===== config.mk =====
export PLATFORM = sky130hd
export DESIGN_NAME = rf_wr_sched_flat
export DESIGN_NICKNAME = d
export VERILOG_FILES = /design/src/rtl/rf_wr_sched_if.sv /design/src/rtl/rf_wr_sched.sv /design/src/flat_wrapper.sv
export SDC_FILE = /design/constraint.sdc
export NUM_CORES = 1
export LEC_CHECK = 0
export CAP_MARGIN = 20
export CORE_MARGIN = 2
export CORE_UTILIZATION = 46
export DETAILED_ROUTE_END_ITERATION = 8
export PLACE_DENSITY = 0.86
export SLEW_MARGIN = 5
export SYNTH_ARGS = -nofsm -noshare
export SYNTH_HDL_FRONTEND = slang
export SYNTH_SLANG_ARGS = --single-unit

===== constraint.sdc =====
create_clock -name clk -period 3.1 [get_ports clk]
set_input_delay 0.93 -clock clk [delete_from_list [all_inputs] [get_ports clk]]
set_output_delay 0.93 -clock clk [all_outputs]
set_load 0.01 [all_outputs]

===== src/rtl/rf_wr_sched_if.sv =====
// Writeback request, decode reservation/hazard, and rf write-port signals
// shared between the register-file write scheduler and its neighbours.
interface rf_wr_sched_if #(
    parameter int DW   = 16,
    parameter int SELW = 3
);
    logic            a_vld;
    logic [SELW-1:0] a_sel;
    logic [DW-1:0]   a_data;
    logic            a_rdy;
    logic            b_vld;
    logic [SELW-1:0] b_sel;
    logic [DW-1:0]   b_data;
    logic            b_rdy;
    logic            res_vld;
    logic [SELW-1:0] res_sel;
    logic [SELW-1:0] read1regsel;
    logic [SELW-1:0] read2regsel;
    logic            busy1;
    logic            busy2;
    logic            write;
    logic [SELW-1:0] writeregsel;
    logic [DW-1:0]   writedata;
    logic            err;

    modport master (
        output a_vld, a_sel, a_data, b_vld, b_sel, b_data,
               res_vld, res_sel, read1regsel, read2regsel,
        input  a_rdy, b_rdy, busy1, busy2, write, writeregsel, writedata, err
    );

    modport slave (
        input  a_vld, a_sel, a_data, b_vld, b_sel, b_data,
               res_vld, res_sel, read1regsel, read2regsel,
        output a_rdy, b_rdy, busy1, busy2, write, writeregsel, writedata, err
    );
endinterface


===== src/rtl/rf_wr_sched.sv =====
// Shares the rf write port between ALU (A) and load (B) writeback with
// round-robin arbitration, and keeps a pending-write scoreboard for RAW stalls.
module rf_wr_sched #(
    parameter int DW   = 16,
    parameter int NREG = 8
) (
    input  logic         clk,
    input  logic         rst,
    rf_wr_sched_if.slave bus
);
    localparam int SELW = $clog2(NREG);

    function automatic logic [NREG-1:0] onehot(input logic [SELW-1:0] sel);
        logic [NREG-1:0] one_s;
        one_s = {{(NREG-1){1'b0}}, 1'b1};
        return one_s << sel;
    endfunction

    logic            grant_a_s;
    logic            grant_b_s;
    logic [NREG-1:0] pend_clr_s;
    logic [NREG-1:0] pend_set_s;
    logic [NREG-1:0] pend_nxt_s;
    logic            err_nxt_s;

    logic            prio_r;
    logic            write_r;
    logic [SELW-1:0] sel_r;
    logic [DW-1:0]   data_r;
    logic [NREG-1:0] pend_r;
    logic            err_r;

    // Arbitration: prio_r names the requester that wins a conflict.
    always_comb begin
        grant_a_s = 1'b0;
        grant_b_s = 1'b0;
        if (bus.a_vld && bus.b_vld) begin
            grant_a_s = ~prio_r;
            grant_b_s = prio_r;
        end else begin
            grant_a_s = bus.a_vld;
            grant_b_s = bus.b_vld;
        end
    end

    // Scoreboard next state and protocol-error detection; a set overrides a same-edge clear.
    always_comb begin
        pend_clr_s = {NREG{1'b0}};
        pend_set_s = {NREG{1'b0}};
        if (write_r) begin
            pend_clr_s = onehot(sel_r);
        end else begin
            pend_clr_s = {NREG{1'b0}};
        end
        if (bus.res_vld) begin
            pend_set_s = onehot(bus.res_sel);
        end else begin
            pend_set_s = {NREG{1'b0}};
        end
        pend_nxt_s = (pend_r & ~pend_clr_s) | pend_set_s;
        err_nxt_s  = err_r
                   | (bus.res_vld & pend_r[bus.res_sel] & ~pend_clr_s[bus.res_sel])
                   | (write_r & ~pend_r[sel_r]);
    end

    // Write stage, arbitration priority, scoreboard and sticky error state.
    always_ff @(posedge clk or posedge rst) begin
        if (rst) begin
            prio_r  <= 1'b0;
            write_r <= 1'b0;
            sel_r   <= {SELW{1'b0}};
            data_r  <= {DW{1'b0}};
            pend_r  <= {NREG{1'b0}};
            err_r   <= 1'b0;
        end else begin
            pend_r <= pend_nxt_s;
            err_r  <= err_nxt_s;
            if (grant_a_s) begin
                write_r <= 1'b1;
                sel_r   <= bus.a_sel;
                data_r  <= bus.a_data;
                prio_r  <= 1'b1;
            end else if (grant_b_s) begin
                write_r <= 1'b1;
                sel_r   <= bus.b_sel;
                data_r  <= bus.b_data;
                prio_r  <= 1'b0;
            end else begin
                write_r <= 1'b0;
            end
        end
    end

    assign bus.a_rdy       = grant_a_s;
    assign bus.b_rdy       = grant_b_s;
    assign bus.busy1       = pend_r[bus.read1regsel];
    assign bus.busy2       = pend_r[bus.read2regsel];
    assign bus.write       = write_r;
    assign bus.writeregsel = sel_r;
    assign bus.writedata   = data_r;
    assign bus.err         = err_r;
endmodule

===== src/flat_wrapper.sv =====
// flat-port wrapper written by rule: the top's interface ports become plain ports
module rf_wr_sched_flat 
#(
    parameter int DW   = 16,
    parameter int NREG = 8
)
  (clk, rst, bus_a_vld, bus_a_sel, bus_a_data, bus_b_vld, bus_b_sel, bus_b_data, bus_res_vld, bus_res_sel, bus_read1regsel, bus_read2regsel, bus_a_rdy, bus_b_rdy, bus_busy1, bus_busy2, bus_write, bus_writeregsel, bus_writedata, bus_err);
  rf_wr_sched_if #(.DW(DW)) bus_i ();
  input  logic clk;
  input  logic rst;
  input wire logic [$bits(bus_i.a_vld)-1:0] bus_a_vld;
  input wire logic [$bits(bus_i.a_sel)-1:0] bus_a_sel;
  input wire logic [$bits(bus_i.a_data)-1:0] bus_a_data;
  input wire logic [$bits(bus_i.b_vld)-1:0] bus_b_vld;
  input wire logic [$bits(bus_i.b_sel)-1:0] bus_b_sel;
  input wire logic [$bits(bus_i.b_data)-1:0] bus_b_data;
  input wire logic [$bits(bus_i.res_vld)-1:0] bus_res_vld;
  input wire logic [$bits(bus_i.res_sel)-1:0] bus_res_sel;
  input wire logic [$bits(bus_i.read1regsel)-1:0] bus_read1regsel;
  input wire logic [$bits(bus_i.read2regsel)-1:0] bus_read2regsel;
  output wire logic [$bits(bus_i.a_rdy)-1:0] bus_a_rdy;
  output wire logic [$bits(bus_i.b_rdy)-1:0] bus_b_rdy;
  output wire logic [$bits(bus_i.busy1)-1:0] bus_busy1;
  output wire logic [$bits(bus_i.busy2)-1:0] bus_busy2;
  output wire logic [$bits(bus_i.write)-1:0] bus_write;
  output wire logic [$bits(bus_i.writeregsel)-1:0] bus_writeregsel;
  output wire logic [$bits(bus_i.writedata)-1:0] bus_writedata;
  output wire logic [$bits(bus_i.err)-1:0] bus_err;
  assign bus_i.a_vld = bus_a_vld;
  assign bus_i.a_sel = bus_a_sel;
  assign bus_i.a_data = bus_a_data;
  assign bus_i.b_vld = bus_b_vld;
  assign bus_i.b_sel = bus_b_sel;
  assign bus_i.b_data = bus_b_data;
  assign bus_i.res_vld = bus_res_vld;
  assign bus_i.res_sel = bus_res_sel;
  assign bus_i.read1regsel = bus_read1regsel;
  assign bus_i.read2regsel = bus_read2regsel;
  assign bus_a_rdy = bus_i.a_rdy;
  assign bus_b_rdy = bus_i.b_rdy;
  assign bus_busy1 = bus_i.busy1;
  assign bus_busy2 = bus_i.busy2;
  assign bus_write = bus_i.write;
  assign bus_writeregsel = bus_i.writeregsel;
  assign bus_writedata = bus_i.writedata;
  assign bus_err = bus_i.err;
  rf_wr_sched #(.DW(DW), .NREG(NREG)) u_core (.clk(clk), .rst(rst), .bus(bus_i));
endmodule

==> summary.txt, run 1 <==
Run status
  • Outcome: complete, no violations

Routing
  • Detailed Route Iter0 Violations: 96
  • ANT nets after route: 0
  • DR vias/cell: 5.71
  • Metal2 WL: 2.45 mm
  • Routed WL: 5.10 mm
  • Met1 wire length: 2.11 mm
  • Routed length per instance: 15.7 um
  • Max Used Layer: met4
  • DRC: 0
  • Routed met3 length: 471 um
  • Vias: 1857
  • Drt pass-1 iters: 4

Synthesis
  • Syn avg cell area: 8.78 um^2
  • Synthesized area: 0.00179 mm^2
  • Seq/Total Area, Yosys: 41.9%
  • Netlist cell types: 26
  • Yosys reg bits: 30
  • Synth Warn #: 0
  • Mapped Cells: 204
  • Mapped Nets: 256

Critical path
  • Slowest-stage cell, CP: mux4_2
  • CP Class: in2out
  • R2R Setup Slk: 1690 ps
  • Critical Path AT: 2110 ps
  • Crit path to: bus_busy1
  • Worst path depth: 4
  • Critical Path Fanout Max: 2
  • Reg2Reg Capture Point: u_core.bus.err
  • CP startpoint: bus_read1regsel[0]
  • CP Data Required Time: 2170 ps
  • CP cell instances: clkdlybuf4s15_2 -> mux4_2 -> mux2_2 -> clkdlybuf4s15_1
  • CP bufs+invs: 2
  • Reg2reg start: u_core.bus.writeregsel[0]
  • Cell family with most CP delay: multiplexers
  • Startpoint types: input port
  • CP peak stage delay: 490 ps
  • Worst r2r path cells: 4
  • Critical Path End Type: output port

Finish
  • Share of cells above drive strength 1: 10.5%
  • Commonest non-fill, non-tap cell in the layout: clkdlybuf4s50_1
  • Non-Filler Instances: 325
  • Nets: 329
  • Post-route cell area: 0.00265 mm^2
  • Ant diodes: 0
  • Most frequent cells in the layout: clkdlybuf4s50_1, dfrtp_1, inv_1
  • Core Util, Final: 71.4%
  • Layout area overhead: 48.1%

Timing
  • Final hold violations: 0
  • Final setup vio count: 0
  • Post-layout minimum cycle time: 3040 ps
  • Layout Skew: 2.83 ps
  • Slew Viols, Final: 0
  • Fmax: 329 MHz
  • Worst rel slew slack: 65.5%
  • RSZ-0062 raised after global routing: false
  • Worst Max-Slew Pin Slew: 517 ps
  • Final Cycle Share: 98.2%

Die
  • Core box area: 0.00372 mm^2
  • # rows: 22
  • Die Wd: 66.4 um
  • Die area: 0.00441 mm^2
  • I/O pin cnt: 77
  • Initial core utilization: 48.2%
  • Die H: 66.4 um

Clocking
  • Depth of the CTS H-tree: 2
  • CTS tree: done
  • Hold_buf cts: 0
  • Clock buffer count from CTS: 5
  • CTS Sinks: 30
  • Worst-Skew Late Latency: 280 ps
  • Clock Tree Buf Depth: 2
  • Root Buffer: clkbuf_8
  • Reg clk slew, reported paths: 60 ps

Global routing
  • Largest net degree at the start of global routing: 59
  • Total GRT Usage: 25.2%
  • Vias in the first global route: 1829
  • Gr ovfl total: 0
  • Initial antenna violation count: 0
  • First-pass GRT wire length: 8.28 mm

Power and ir drop
  • VDD IR max: 0.000374 V
  • Pwr dens: 487 mW/mm^2
  • Leak pwr: 1.11 nW

Placed design
  • Cells after DPL: 318
  • Post-detail-place hpwl: 3.60 mm
  • GP Congestion: 0.874
  • Port buffer count: 76
  • DP Area: 0.00258 mm^2

Worst hold path
  • Worst Hold Class: reg2reg

Job
  • Max-Cap Viols: 0
cell type report:
cell class | instances | area [um^2]
clock buffer | 7 | 76.3
timing repair buffer | 84 | 816
sequential | 30 | 751
inverter | 23 | 86.3
tap | 48 | 60.1
fill | 292 | 1060
multi-input combinational | 133 | 865
worst min path at each step:
stage / start / endpoint / slack (ps) / cells after the start
2_1_floorplan: u_core.pend_r[2] / u_core.pend_r[2] / 520 / 2
3_5_place_dp: u_core.bus.err / u_core.bus.err / 530 / 2
5_1_grt: u_core.bus.err / u_core.bus.err / 580 / 2
3_3_place_gp: u_core.bus.err / u_core.bus.err / 520 / 2
6_report: u_core.bus.err / u_core.bus.err / 550 / 2
4_1_cts: u_core.bus.err / u_core.bus.err / 550 / 2
worst min-delay path, stage by stage, from the launching register on:
cell and delay, ps:
dfrtp_1 360, nor3_1 70, o21ai_1 80
cells in the mapped netlist:
master,n,area share [%]
xnor2_1,3,1.5
nand3_1,2,0.56
buf_2,12,3.4
o21ai_0,13,3.6
o22ai_1,19,6.6
o31ai_1,4,1.7
nand2_1,6,1.3
a31oi_1,19,6.6
or2_2,1,0.35
a21boi_0,1,0.42
dfrtp_1,30,42
o22ai_2,1,0.70
nor2_1,20,4.2
nor3_1,1,0.28
mux4_2,5,6.3
nand3b_1,3,1.3
o21ai_1,2,0.56
inv_1,23,4.8
clkbuf_1,5,1.0
buf_6,1,0.63
a21oi_1,18,5.0
nand2b_1,4,1.4
mux2i_1,3,1.7
nand4_1,2,0.70
mux2_2,5,3.1
o21a_1,1,0.42
cells by family (layout without fill, tap and decap cells):
kind of cell,after synthesis,count (layout),share of synthesized area [%]
AOI/OAI and AO/OA,78,78,25.7
buffers and inverters,41,114,9.85
and+or+nand+nor,39,39,9.99
DFF,30,30,41.9
muxes,13,13,11.1
xor gates and xnor gates,3,3,1.47
sequential cells by signal, summed over array words and instances, names as in the netlist:
name                    cells
u_core.bus.err              1
u_core.bus.write            1
u_core.bus.writedata       16
u_core.bus.writeregsel      3
u_core.pend_r               8
u_core.prio_r               1
timing repair:
item | 4_1_cts | 5_1_grt
setup buffers | 0 | 0
endpoints found under the setup margin | 3 | 3
gates resized for setup | 15 | 2
endpoints found under the hold margin | 0 | 0
power breakdown:
part | switching (W) | internal, W
logic | 0.000189 | 0.000266
clock network | 0.000135 | 0.000154
registers | 0.0000880 | 0.000462
metrics by stage:
step | setup TNS, ps | setup WS (ps) | power [W] | hold slack, ps
final | 0 | 56.9 | 0.00129 | 546
after global routing | 0 | 8.64 | 0.00136 | 585
after CTS | 0 | 15.2 | 0.00130 | 547
after detailed placement | -1060 | -532 | 0.00101 | 534
after global placement | -969 | -488 | 0.000996 | 518
after floorplan | 0 | 425 | 0.000788 | 517
layer usage:
layer | up-vias | track usage (%)
met5 | - | 0
met4 | 0 | 9.95
met3 | 8 | 9.71
met2 | 76 | 40.9
met1 | 894 | 29.9
li1 | 879 | -
(Power assumes the default switching activity.)
==> run 2: changes to the inputs <==
Settings changed: CAP_MARGIN 20 to 5, MAX_ROUTING_LAYER set to met4, TNS_END_PERCENT set to 100.
==> summary.txt, run 2 (synthesized netlist as in run 1, its figures left out) <==
Routing
  • ANT nets after route: 0 (unchanged)
  • Vias: 1855 (-0.11%)
  • DRC: 0 (unchanged)
  • Routed length per instance: 15.6 um (-0.73%)
  • Routed WL: 5.07 mm (-0.73%)
  • Drt pass-1 iters: 5 (+1)
  • Detailed Route Iter0 Violations: 94 (-2.1%)
  • DR vias/cell: 5.71 (-0.11%)

Global routing
  • M1 GR Usage: 31.2% (+1.3 points)
  • Largest net degree at the start of global routing: 59 (unchanged)
  • Vias in the first global route: 1826 (-0.16%)
  • Met3 GRT Util: 7.84% (-1.9 points)
  • Gr ovfl total: 0 (unchanged)
  • Total GRT Usage: 25.9% (+0.71 points)
  • GR peak layer: met2
  • Initial antenna violation count: 0 (unchanged)
  • First-pass GRT wire length: 8.29 mm (+0.16%)
  • Met2 usage: 40.9% (unchanged)

Clocking
  • Setup Buffers After CTS: 0 (unchanged)
  • Root Buffer: clkbuf_8
  • Hold_buf cts: 0 (unchanged)
  • Clock buffer count from CTS: 5 (unchanged)
  • Post-cts resize count: 15 (unchanged)
  • Worst-Skew Late Latency: 280 ps (about the same)
  • Depth of the CTS H-tree: 2 (unchanged)
  • Clock Tree Buf Depth: 2 (unchanged)
  • CTS tree: done
  • CTS Sinks: 30 (unchanged)
  • Reg clk slew, reported paths: 60 ps (about the same)

Critical path
  • Startpoint types: input port
  • CP bufs+invs: 2 (unchanged)
  • CP Data Required Time: 2170 ps (about the same)
  • Critical Path End Type: output port
  • Critical Path AT: 2110 ps (about the same)
  • Slowest-stage cell, CP: mux4_2
  • Cell family with most CP delay: multiplexers
  • CP peak stage delay: 490 ps (about the same)
  • Critical Path Fanout Max: 2 (unchanged)
  • CP cell instances: clkdlybuf4s15_2 -> mux4_2 -> mux2_2 -> clkdlybuf4s15_1
  • CP Class: in2out

Timing
  • Slew Viols, Final: 0 (unchanged)
  • Final hold violations: 0 (unchanged)
  • RSZ-0062 raised after global routing: false
  • Setup ws final: 57.0 ps (+0.0193 ps)
  • Layout Skew: 3.44 ps (+0.609 ps)
  • Post-layout minimum cycle time: 3040 ps (-0.0193 ps)
  • Final Cycle Share: 98.2% (about the same)
  • Worst rel slew slack: 65.3% (-0.22 points)
  • Final setup vio count: 0 (unchanged)
  • Worst Max-Slew Pin Slew: 521 ps (+3.27 ps)
  • Fmax: 329 MHz (about the same)

Placed design
  • Port buffer count: 76 (unchanged)
  • DP Area: 0.00258 mm^2 (unchanged)
  • Cells after DPL: 318 (unchanged)
  • Pre-CTS WS: -532 ps (unchanged)
  • GP Congestion: 0.888 (+1.6%)
  • Post-detail-place hpwl: 3.60 mm (unchanged)

Finish
  • Commonest non-fill, non-tap cell in the layout: clkdlybuf4s50_1
  • Nets: 329 (unchanged)
  • Layout area overhead: 48.1% (unchanged)
  • Ant diodes: 0 (unchanged)
  • Share of cells above drive strength 1: 10.5% (unchanged)
  • Core Util, Final: 71.4% (unchanged)
  • Post-route cell area: 0.00265 mm^2 (unchanged)
  • Non-Filler Instances: 325 (unchanged)
  • Max reg flops: 16 (unchanged)
  • Most frequent cells in the layout: clkdlybuf4s50_1, dfrtp_1, inv_1

Die
  • Initial core utilization: 48.2% (unchanged)
  • # rows: 22 (unchanged)
  • Core box area: 0.00372 mm^2 (unchanged)
  • I/O pin cnt: 77 (unchanged)
  • Die Wd: 66.4 um (unchanged)
  • Die H: 66.4 um (unchanged)
  • Die area: 0.00441 mm^2 (unchanged)

Run status
  • Outcome: complete, no violations

Power and ir drop
  • Total power: 0.00129 W (about the same)
  • Pwr dens: 487 mW/mm^2 (about the same)
  • VDD IR max: 0.000377 V (+1.0%)
  • Leak pwr: 1.11 nW (unchanged)

Worst hold path
  • Worst Hold Class: reg2reg

Job
  • Max-Cap Viols: 0 (unchanged)
## run 2: cell counts in the layout (fill, tap and decap cells not counted)
Identical to the previous run, type by type.
## run 2: path summary, 6_finish.rpt
path,startpoint,endpoint,slack (ps),depth (start not counted)
max in group asynchronous,rst,u_core.pend_r[3],1800,3
setup / recovery,bus_read1regsel[0],bus_busy1,60,4
setup reg to reg,u_core.bus.writeregsel[0],u_core.bus.err,1690,4
hold / removal,u_core.bus.err,u_core.bus.err,540,2
hold reg to reg,u_core.bus.err,u_core.bus.err,540,2
min in group asynchronous,rst,u_core.pend_r[5],1030,3
## run 2: final cells by class
type / instances / area (um^2)
multi-input cells: 133 / 865
well taps: 48 / 60.1
inverters: 23 / 86.3
fillers: 292 / 1060
clock buffers: 7 / 76.3
repair buffers: 84 / 816
flip-flops and latches: 30 / 751
## run 2: per-layer routing
layer / share of wire [%] / vias up / wire, um
li1: - / 878 / -
met1: 43 / 896 / 2160
met2: 49 / 75 / 2480
met3: 7.2 / 6 / 367
met4: 1.1 / 0 / 54
met5: 0 / - / 0
## run 2: stage by stage
step | TNS (ps) | hold WS (ps)
5_1_grt | 0 | 585
4_1_cts | 0 | 547
2_1_floorplan | 0 | 517
3_3_place_gp | -969 | 518
6_report | 0 | 541
3_5_place_dp | -1060 | 534
## run 2: power by group
group	leakage, nW	switching, W	internal, W
clock	0.0383	0.000136	0.000154
sequential	0.341	0.0000881	0.000462
combinational	0.734	0.000188	0.000266
## run 2: worst min-delay path, delay by kind of cell, from the launching register on
family	cells	cell delay, ps
flip-flops	1	360
AND/OR/NAND/NOR	1	70
AO/OA/AOI/OAI	1	70
==> run 3: changes to the inputs <==
Settings changed: ABC_CLOCK_PERIOD_IN_PS set to 3100.
==> results of run 3 <==
Same layout as run 2: the final DEF is identical, and so are final timing and power.
